==> src/rtl/imm_seq_pkg.sv <==
`default_nettype none
// ============================================================================
// Module  : imm_seq_pkg
// Brief   : Shared types and opcode-class constants for the decode-stage
//           immediate sequencer and the opcode class decoder.
// Revision: 1.0  initial release
// ============================================================================
package imm_seq_pkg;

    // Selector sent to the zero-extend unit
    typedef enum logic [1:0] {
        IMM_Z11  = 2'b00,
        IMM_Z19  = 2'b01,
        IMM_WIDE = 2'b10,
        IMM_Z7   = 2'b11
    } imm_src_t;

    // Sequencer state: idle, or holding the high half of a wide immediate
    typedef enum logic [0:0] {
        S_IDLE = 1'b0,
        S_WIDE = 1'b1
    } state_t;

    // Instruction classes
    typedef enum logic [2:0] {
        R    = 3'd0,
        I11  = 3'd1,
        B19  = 3'd2,
        S7   = 3'd3,
        WIDE = 3'd4
    } iclass_t;

    // Class groups on the top two opcode bits (bit 2 is don't-care)
    localparam logic [1:0] c_grp_r   = 2'b00;
    localparam logic [1:0] c_grp_i11 = 2'b01;
    localparam logic [1:0] c_grp_b19 = 2'b10;

    // Classes on the top three opcode bits
    localparam logic [2:0] c_op_s7   = 3'b110;
    localparam logic [2:0] c_op_wide = 3'b111;

endpackage : imm_seq_pkg
`default_nettype wire

==> src/rtl/imm_class_decode.sv <==
`default_nettype none
// ============================================================================
// Module  : imm_class_decode
// Brief   : Combinational opcode -> {instruction class, extend selector}.
//           Shared by the immediate sequencer and the hazard unit.
// Revision: 1.0  initial release
// ============================================================================
module imm_class_decode
    import imm_seq_pkg::*;
#(
    parameter int OPW = 5
) (
    input  logic [OPW-1:0] opcode,
    output iclass_t        iclass,
    output imm_src_t       imm_src
);

    logic [2:0] w_top3;
    logic       w_unused;

    assign w_top3   = opcode[OPW-1 -: 3];
    // Low opcode bits do not affect the class
    assign w_unused = ^opcode[OPW-4:0];

    // Classify on the top three opcode bits
    always_comb begin
        iclass  = R;
        imm_src = IMM_Z11;
        if (w_top3 == c_op_wide) begin
            iclass  = WIDE;
            imm_src = IMM_WIDE;
        end else if (w_top3 == c_op_s7) begin
            iclass  = S7;
            imm_src = IMM_Z7;
        end else begin
            case (w_top3[2:1])
                c_grp_i11: begin
                    iclass  = I11;
                    imm_src = IMM_Z11;
                end
                c_grp_b19: begin
                    iclass  = B19;
                    imm_src = IMM_Z19;
                end
                default: begin
                    iclass  = R;
                    imm_src = IMM_Z11;
                end
            endcase
        end
    end

endmodule : imm_class_decode
`default_nettype wire

==> src/rtl/imm_seq_ctrl.sv <==
`default_nettype none
// ============================================================================
// Module  : imm_seq_ctrl
// Brief   : Decode-stage immediate sequencer. Classifies each fetched word,
//           steers the extend unit, registers the immediate and opcode toward
//           ID/EX, and assembles two-beat wide immediates.
//           Optional macro IMM_SEQ_PERF_EN adds saturating completion counters.
// Revision: 1.0  initial release
// ============================================================================
module imm_seq_ctrl
    import imm_seq_pkg::*;
#(
    parameter int N   = 24,
    parameter int OPW = 5
) (
    input  logic           clk,
    input  logic           rst,
    input  logic           in_valid,
    output logic           in_ready,
    input  logic [N-1:0]   Instr,
    input  logic           stall,
    input  logic           flush,
    output logic [1:0]     ImmSrc,
    input  logic [N-1:0]   ExtImm,
    output logic           out_valid,
    input  logic           out_ready,
    output logic [N-1:0]   Imm,
    output logic [OPW-1:0] OpOut
`ifdef IMM_SEQ_PERF_EN
    ,
    output logic [15:0]    perf_instr_cnt,
    output logic [15:0]    perf_wide_cnt
`endif
);

    localparam int c_half = N / 2;

    state_t            r_state;
    state_t            w_state_nxt;
    logic [c_half-1:0] r_hi;
    logic [c_half-1:0] w_hi_nxt;
    logic              r_out_valid;
    logic              w_out_valid_nxt;
    logic [N-1:0]      r_imm;
    logic [N-1:0]      w_imm_nxt;
    logic [OPW-1:0]    r_op;
    logic [OPW-1:0]    w_op_nxt;

    logic [OPW-1:0]    w_opcode;
    logic [c_half-1:0] w_lo;
    iclass_t           w_iclass;
    imm_src_t          w_dec_src;
    imm_src_t          w_src;
    logic              w_acc;
    logic              w_complete;
    logic              w_wide_done;
    logic              w_unused;

    assign w_opcode = Instr[N-1 -: OPW];
    assign w_lo     = Instr[c_half-1:0];
    // Middle field bits only reach the datapath through the extend unit
    assign w_unused = ^Instr[N-OPW-1:c_half];

    imm_class_decode #(
        .OPW     (OPW)
    ) u_decode (
        .opcode  (w_opcode),
        .iclass  (w_iclass),
        .imm_src (w_dec_src)
    );

    // An input beat may enter only when the output slot is free or draining
    assign in_ready = rst & ~stall & ~flush & (~r_out_valid | out_ready);
    assign w_acc    = in_valid & in_ready;

    // Extend selector: forced to WIDE while holding the high half
    always_comb begin
        w_src = IMM_Z11;
        if (rst) begin
            if (r_state == S_WIDE) begin
                w_src = IMM_WIDE;
            end else begin
                w_src = w_dec_src;
            end
        end
    end

    assign ImmSrc = w_src;

    // Next-state and output-register logic
    always_comb begin
        w_state_nxt     = r_state;
        w_hi_nxt        = r_hi;
        w_out_valid_nxt = r_out_valid;
        w_imm_nxt       = r_imm;
        w_op_nxt        = r_op;
        if (flush) begin
            // Kill any result and drop a half-built wide immediate
            w_out_valid_nxt = 1'b0;
            w_state_nxt     = S_IDLE;
        end else begin
            if (r_out_valid && out_ready) begin
                w_out_valid_nxt = 1'b0;
            end
            if (w_acc) begin
                if (r_state == S_WIDE) begin
                    // Second beat: low half, opcode bits ignored
                    w_imm_nxt       = {r_hi, w_lo};
                    w_out_valid_nxt = 1'b1;
                    w_state_nxt     = S_IDLE;
                end else if (w_iclass == WIDE) begin
                    // First beat: park the high half, nothing emitted yet
                    w_hi_nxt    = w_lo;
                    w_op_nxt    = w_opcode;
                    w_state_nxt = S_WIDE;
                end else begin
                    w_imm_nxt       = (w_iclass == R) ? '0 : ExtImm;
                    w_op_nxt        = w_opcode;
                    w_out_valid_nxt = 1'b1;
                end
            end
        end
    end

    // State and output registers
    always_ff @(posedge clk or negedge rst) begin
        if (!rst) begin
            r_state     <= S_IDLE;
            r_hi        <= '0;
            r_out_valid <= 1'b0;
            r_imm       <= '0;
            r_op        <= '0;
        end else begin
            r_state     <= w_state_nxt;
            r_hi        <= w_hi_nxt;
            r_out_valid <= w_out_valid_nxt;
            r_imm       <= w_imm_nxt;
            r_op        <= w_op_nxt;
        end
    end

    assign out_valid = r_out_valid;
    assign Imm       = r_imm;
    assign OpOut     = r_op;

    // A completion is any accepted beat that sets out_valid
    assign w_complete  = ~flush & w_acc & ((r_state == S_WIDE) | (w_iclass != WIDE));
    assign w_wide_done = ~flush & w_acc & (r_state == S_WIDE);

`ifdef IMM_SEQ_PERF_EN
    logic [15:0] r_perf_instr;
    logic [15:0] r_perf_wide;

    // Saturating completion counters; flush leaves them alone
    always_ff @(posedge clk or negedge rst) begin
        if (!rst) begin
            r_perf_instr <= '0;
            r_perf_wide  <= '0;
        end else begin
            if (w_complete && (r_perf_instr != 16'hFFFF)) begin
                r_perf_instr <= r_perf_instr + 16'd1;
            end
            if (w_wide_done && (r_perf_wide != 16'hFFFF)) begin
                r_perf_wide <= r_perf_wide + 16'd1;
            end
        end
    end

    assign perf_instr_cnt = r_perf_instr;
    assign perf_wide_cnt  = r_perf_wide;
`else
    logic w_unused_perf;
    assign w_unused_perf = w_complete ^ w_wide_done;
`endif

endmodule : imm_seq_ctrl
`default_nettype wire

==> config.mk <==
export PLATFORM = sky130hd
export DESIGN_NAME = imm_seq_ctrl
export DESIGN_NICKNAME = d
export VERILOG_FILES = /design/src/rtl/imm_seq_pkg.sv /design/src/rtl/imm_class_decode.sv /design/src/rtl/imm_seq_ctrl.sv
export SDC_FILE = /design/constraint.sdc
export NUM_CORES = 1
export LEC_CHECK = 0
export ABC_AREA = 1
export BUFFER_PORTS_ARGS = -buffer_cell sky130_fd_sc_hd__buf_2
export CAP_MARGIN = 5
export CORE_ASPECT_RATIO = 1.4
export CORE_MARGIN = 10
export CORE_UTILIZATION = 45
export DETAILED_ROUTE_END_ITERATION = 16
export PLACE_DENSITY = 0.74
export SETUP_SLACK_MARGIN = 0.05
export SKIP_LAST_GASP = 1
export SLEW_MARGIN = 25
export SYNTH_ARGS = -nofsm -noshare
export SYNTH_HDL_FRONTEND = slang
export SYNTH_SLANG_ARGS = --single-unit
==> constraint.sdc <==
create_clock -name clk -period 1.32 [get_ports clk]
set_input_delay 0.066 -clock clk [delete_from_list [all_inputs] [get_ports clk]]
set_output_delay 0.066 -clock clk [all_outputs]
set_load 0.05 [all_outputs]
==> impl_summary.md <==
Timing
Dividing the final minimum period by the clock period gives 1.01. The setup violation total in the final timing report is 5. Across all hold checks on the routed design, the worst slack comes to roughly 23 ps. The max-slew violation count is 0.

For the pin with the worst max-slew slack, the measured transition is roughly 480 ps. Clock skew on the completed layout was measured at 5.00 ps. Timing would allow up to ~750 MHz. The normalized max-slew margin is 0.677. For the finished layout, the period the worst path requires is around 1300 ps.

The count of final hold-check violations is 0. Setup repair after global routing could not meet its margin everywhere. Once routing completed, OpenROAD measured the worst setup slack at -14.6 ps.

Final layout
The share of post-route cells with drive strength above 1 is 0.382. In the final design database the tool counted around 440 nets. The number of diodes is 0.

Leaving out fill and tap cells, the most frequent cell in the layout is sky130_fd_sc_hd__nand2_1. The area added between synthesis and finish is 38.8%. Counting the fill cells in the layout gives between 400 and 500. In the layout the commonest cells are 125 x sky130_fd_sc_hd__nand2_1, 76 x sky130_fd_sc_hd__buf_2, 42 x sky130_fd_sc_hd__dfrtp_1, 39 x sky130_fd_sc_hd__nand3_1, 17 x sky130_fd_sc_hd__nand4_1. The utilization after layout is 0.647.

Clock network
The master cell of the clock root buffer is sky130_fd_sc_hd__clkbuf_8. Clock-pin slew was measured on the worst setup and hold paths at 80 ps. TritonCTS built the clock tree. The H-tree was split into 2 levels. Counting along the longest clock path gives a buffer depth of 2. Counting every sink on the clock net gives 43. Clock latency on the worst-skew pair, taken at its later pin, is around 300 ps. The number of buffers added by the clock tree synthesis step is 5.

Power and ir drop
The fraction of power spent switching nets is 0.416. The maximum vdd ir drop is roughly 850 uV. The power density normalized to cell area is 1240 nW/um2. The internal cell power is about 0.0023 W.

The part of the total power dissipated in sequential elements is 0.427. In this run the static leakage power is around 1.7 nW. The combinational group share of total power is 0.362. The power dissipated by switching net loads is about 0.0016 W.

The relative contribution of the clock network to total power is 0.211.

Worst setup path
The type of element capturing the critical path is a primary output. The setup path with the least slack is of type reg -> out. The required time at the endpoint of the critical path is 1250 ps.

The critical-path maximum fanout is 5. Data on the critical path arrives at its endpoint at approximately 1300 ps. STA classifies the critical path startpoint as a register.

Place
The half-perimeter wire length of the detailed placement result is approximately 4800 um. OpenSTA, run right after detailed placement, puts the worst setup slack at 33.5 ps. During placement, the flow inserted port buffers numbering 79. Routability-driven placement finished with a final weighted congestion of ~0.80.

Logic synthesis
The area fraction of the dominant cell type after synthesis is 0.476. The total of flip-flops plus latches after synthesis is between 40 and 50. Synthesis produced a netlist whose cell count is around 290. The sequential-to-total area share from yosys stat is 0.476. When the netlist entered floorplanning its net count stood at 342. The number of different library cells in the post-synthesis netlist is 21. A synthesized cell averages 7.84 um2. In this run the cell area of the synthesized design comes to roughly 2300 um2. For this run, the number of Yosys warnings is 0. Yosys attributes the largest share of cell area to sky130_fd_sc_hd__dfrtp_1 48%, sky130_fd_sc_hd__nand2_1 22%, sky130_fd_sc_hd__nand3_1 11%.

The cell type with the highest aggregate area in the netlist is sky130_fd_sc_hd__dfrtp_1.

Die
The initial utilization of the core area, before any placement, comes to 0.466. The die width is around 80 um. The row count is 30. The core region is 4840 um2. The number of top-level pins is a little under 90.

The die covers just over 8000 um2. The die outline height is about 100 um.

GRT
The number of antenna violations at the first check in global routing came to 0. The total routing resource utilization after global routing is 0.157. Entering global routing, the biggest net connects 39 pins.

Summed over all layers, the global routing overflow is 0. The first global-routing pass estimated ~11000 um of wire. The via count of the first global-routing pass is between 2k and 2.5k.

Drt
Before antenna repair, the detailed router went through 4 iterations. The number of design rule violations left after detail routing is 0. The wire length per cell is roughly 17 um.

The routed layout has about 2.3k vias. The violation count after the first detailed-route iteration is ~230. After detailed routing, the total wire length is 7390 um. The count of antenna-violating nets left after detailed routing is 0. The average vias per placed instance is 5.16.

Worst hold path
The class of the most critical hold timing path is in -> reg.

Flow run
The number of violations of the max-capacitance limit is 0.

Status
The flow ran to the end, but the final reports show violations. The checks that failed: negative setup slack.
## logic make-up (layout without fill, tap and decap cells)
group	Yosys count	in the layout	synth area share
simple gates	213	216	0.438
buf+inv	29	120	0.0770
compound gates	3	3	0.00831
flops	43	43	0.476
## power groups by stage
| stage | Combinational [W] | Clock, W | Sequential, W |
|---|---|---|---|
| global placement | 0.00132 | 0 | 0.00167 |
| CTS | 0.00136 | 0.000814 | 0.00165 |
| detailed placement | 0.00133 | 0 | 0.00168 |
| finish | 0.00141 | 0.000821 | 0.00166 |
| global route | 0.00150 | 0.000893 | 0.00169 |
| floorplan | 0.000332 | 0 | 0.00229 |
## cell type report
class	count	area (um2)	area share
Clock buffer	7	76.3	0.0244
Clock inverter	1	5.00	0.00160
Inverter	9	36.3	0.0116
Multi-Input combinational cell	219	1180	0.376
Sequential cell	43	1080	0.344
Tap cell	64	80.1	0.0255
Timing Repair Buffer	103	679	0.217
## timing repair
action	4_1_cts	5_1_grt
hold endpoints to repair	44	0
pin swaps	3	18
hold buffers	3	0
cloned	0	6
gates resized for setup	8	34
endpoints found under the setup margin	11	45
buffers inserted	5	3
## layer usage
metal / track usage / share of wire
met5: 0 / 0
met4: 0.0619 / 0.020
met3: 0.0519 / 0.070
met2: 0.244 / 0.51
met1: 0.194 / 0.40
## critical path, stage by stage, from the launching register on
cell and delay [ps]:
sky130_fd_sc_hd__dfrtp_2 420, sky130_fd_sc_hd__nand2_4 70, sky130_fd_sc_hd__inv_2 60, sky130_fd_sc_hd__nor2_8 140, sky130_fd_sc_hd__buf_6 130, sky130_fd_sc_hd__buf_8 140
## sequential cells by signal (all words and copies together), names as in the netlist
register,flops
r_state,1
out_valid,1
OpOut,5
Imm,24
r_hi,12
## path summary, 6_finish.rpt
kind / from / cells after the start / slack, ps / to
hold reg to reg: OpOut[4] / 2 / 470 / OpOut[4]
hold / removal: Instr[19] / 3 / 20 / OpOut[0]
max in group asynchronous: rst / 3 / 550 / out_valid
min in group asynchronous: rst / 3 / 300 / OpOut[4]
setup reg to reg: out_valid / 7 / -10 / Imm[1]
setup / recovery: out_valid / 5 / -10 / in_ready
## cell usage after synthesis, drive strengths merged
cell type	instances
a21oi	1
buf	18
clkbuf	2
dfrtp	43
inv	9
nand2	137
nand3	53
nand4	18
nor2	5
o21ai	2
## stage by stage
stage,std cells,total power (W),setup TNS (ps),instance area [um2]
6_report,446,0.00389,-28.6,3130
5_1_grt,446,0.00408,-1540,3130
4_1_cts,438,0.00382,-4.36,2880
3_5_place_dp,422,0.00301,0,2710
3_3_place_gp,422,0.00298,0,2710
2_1_floorplan,288,0.00263,0,2290
Note: power is estimated with default switching activity, not from simulation.
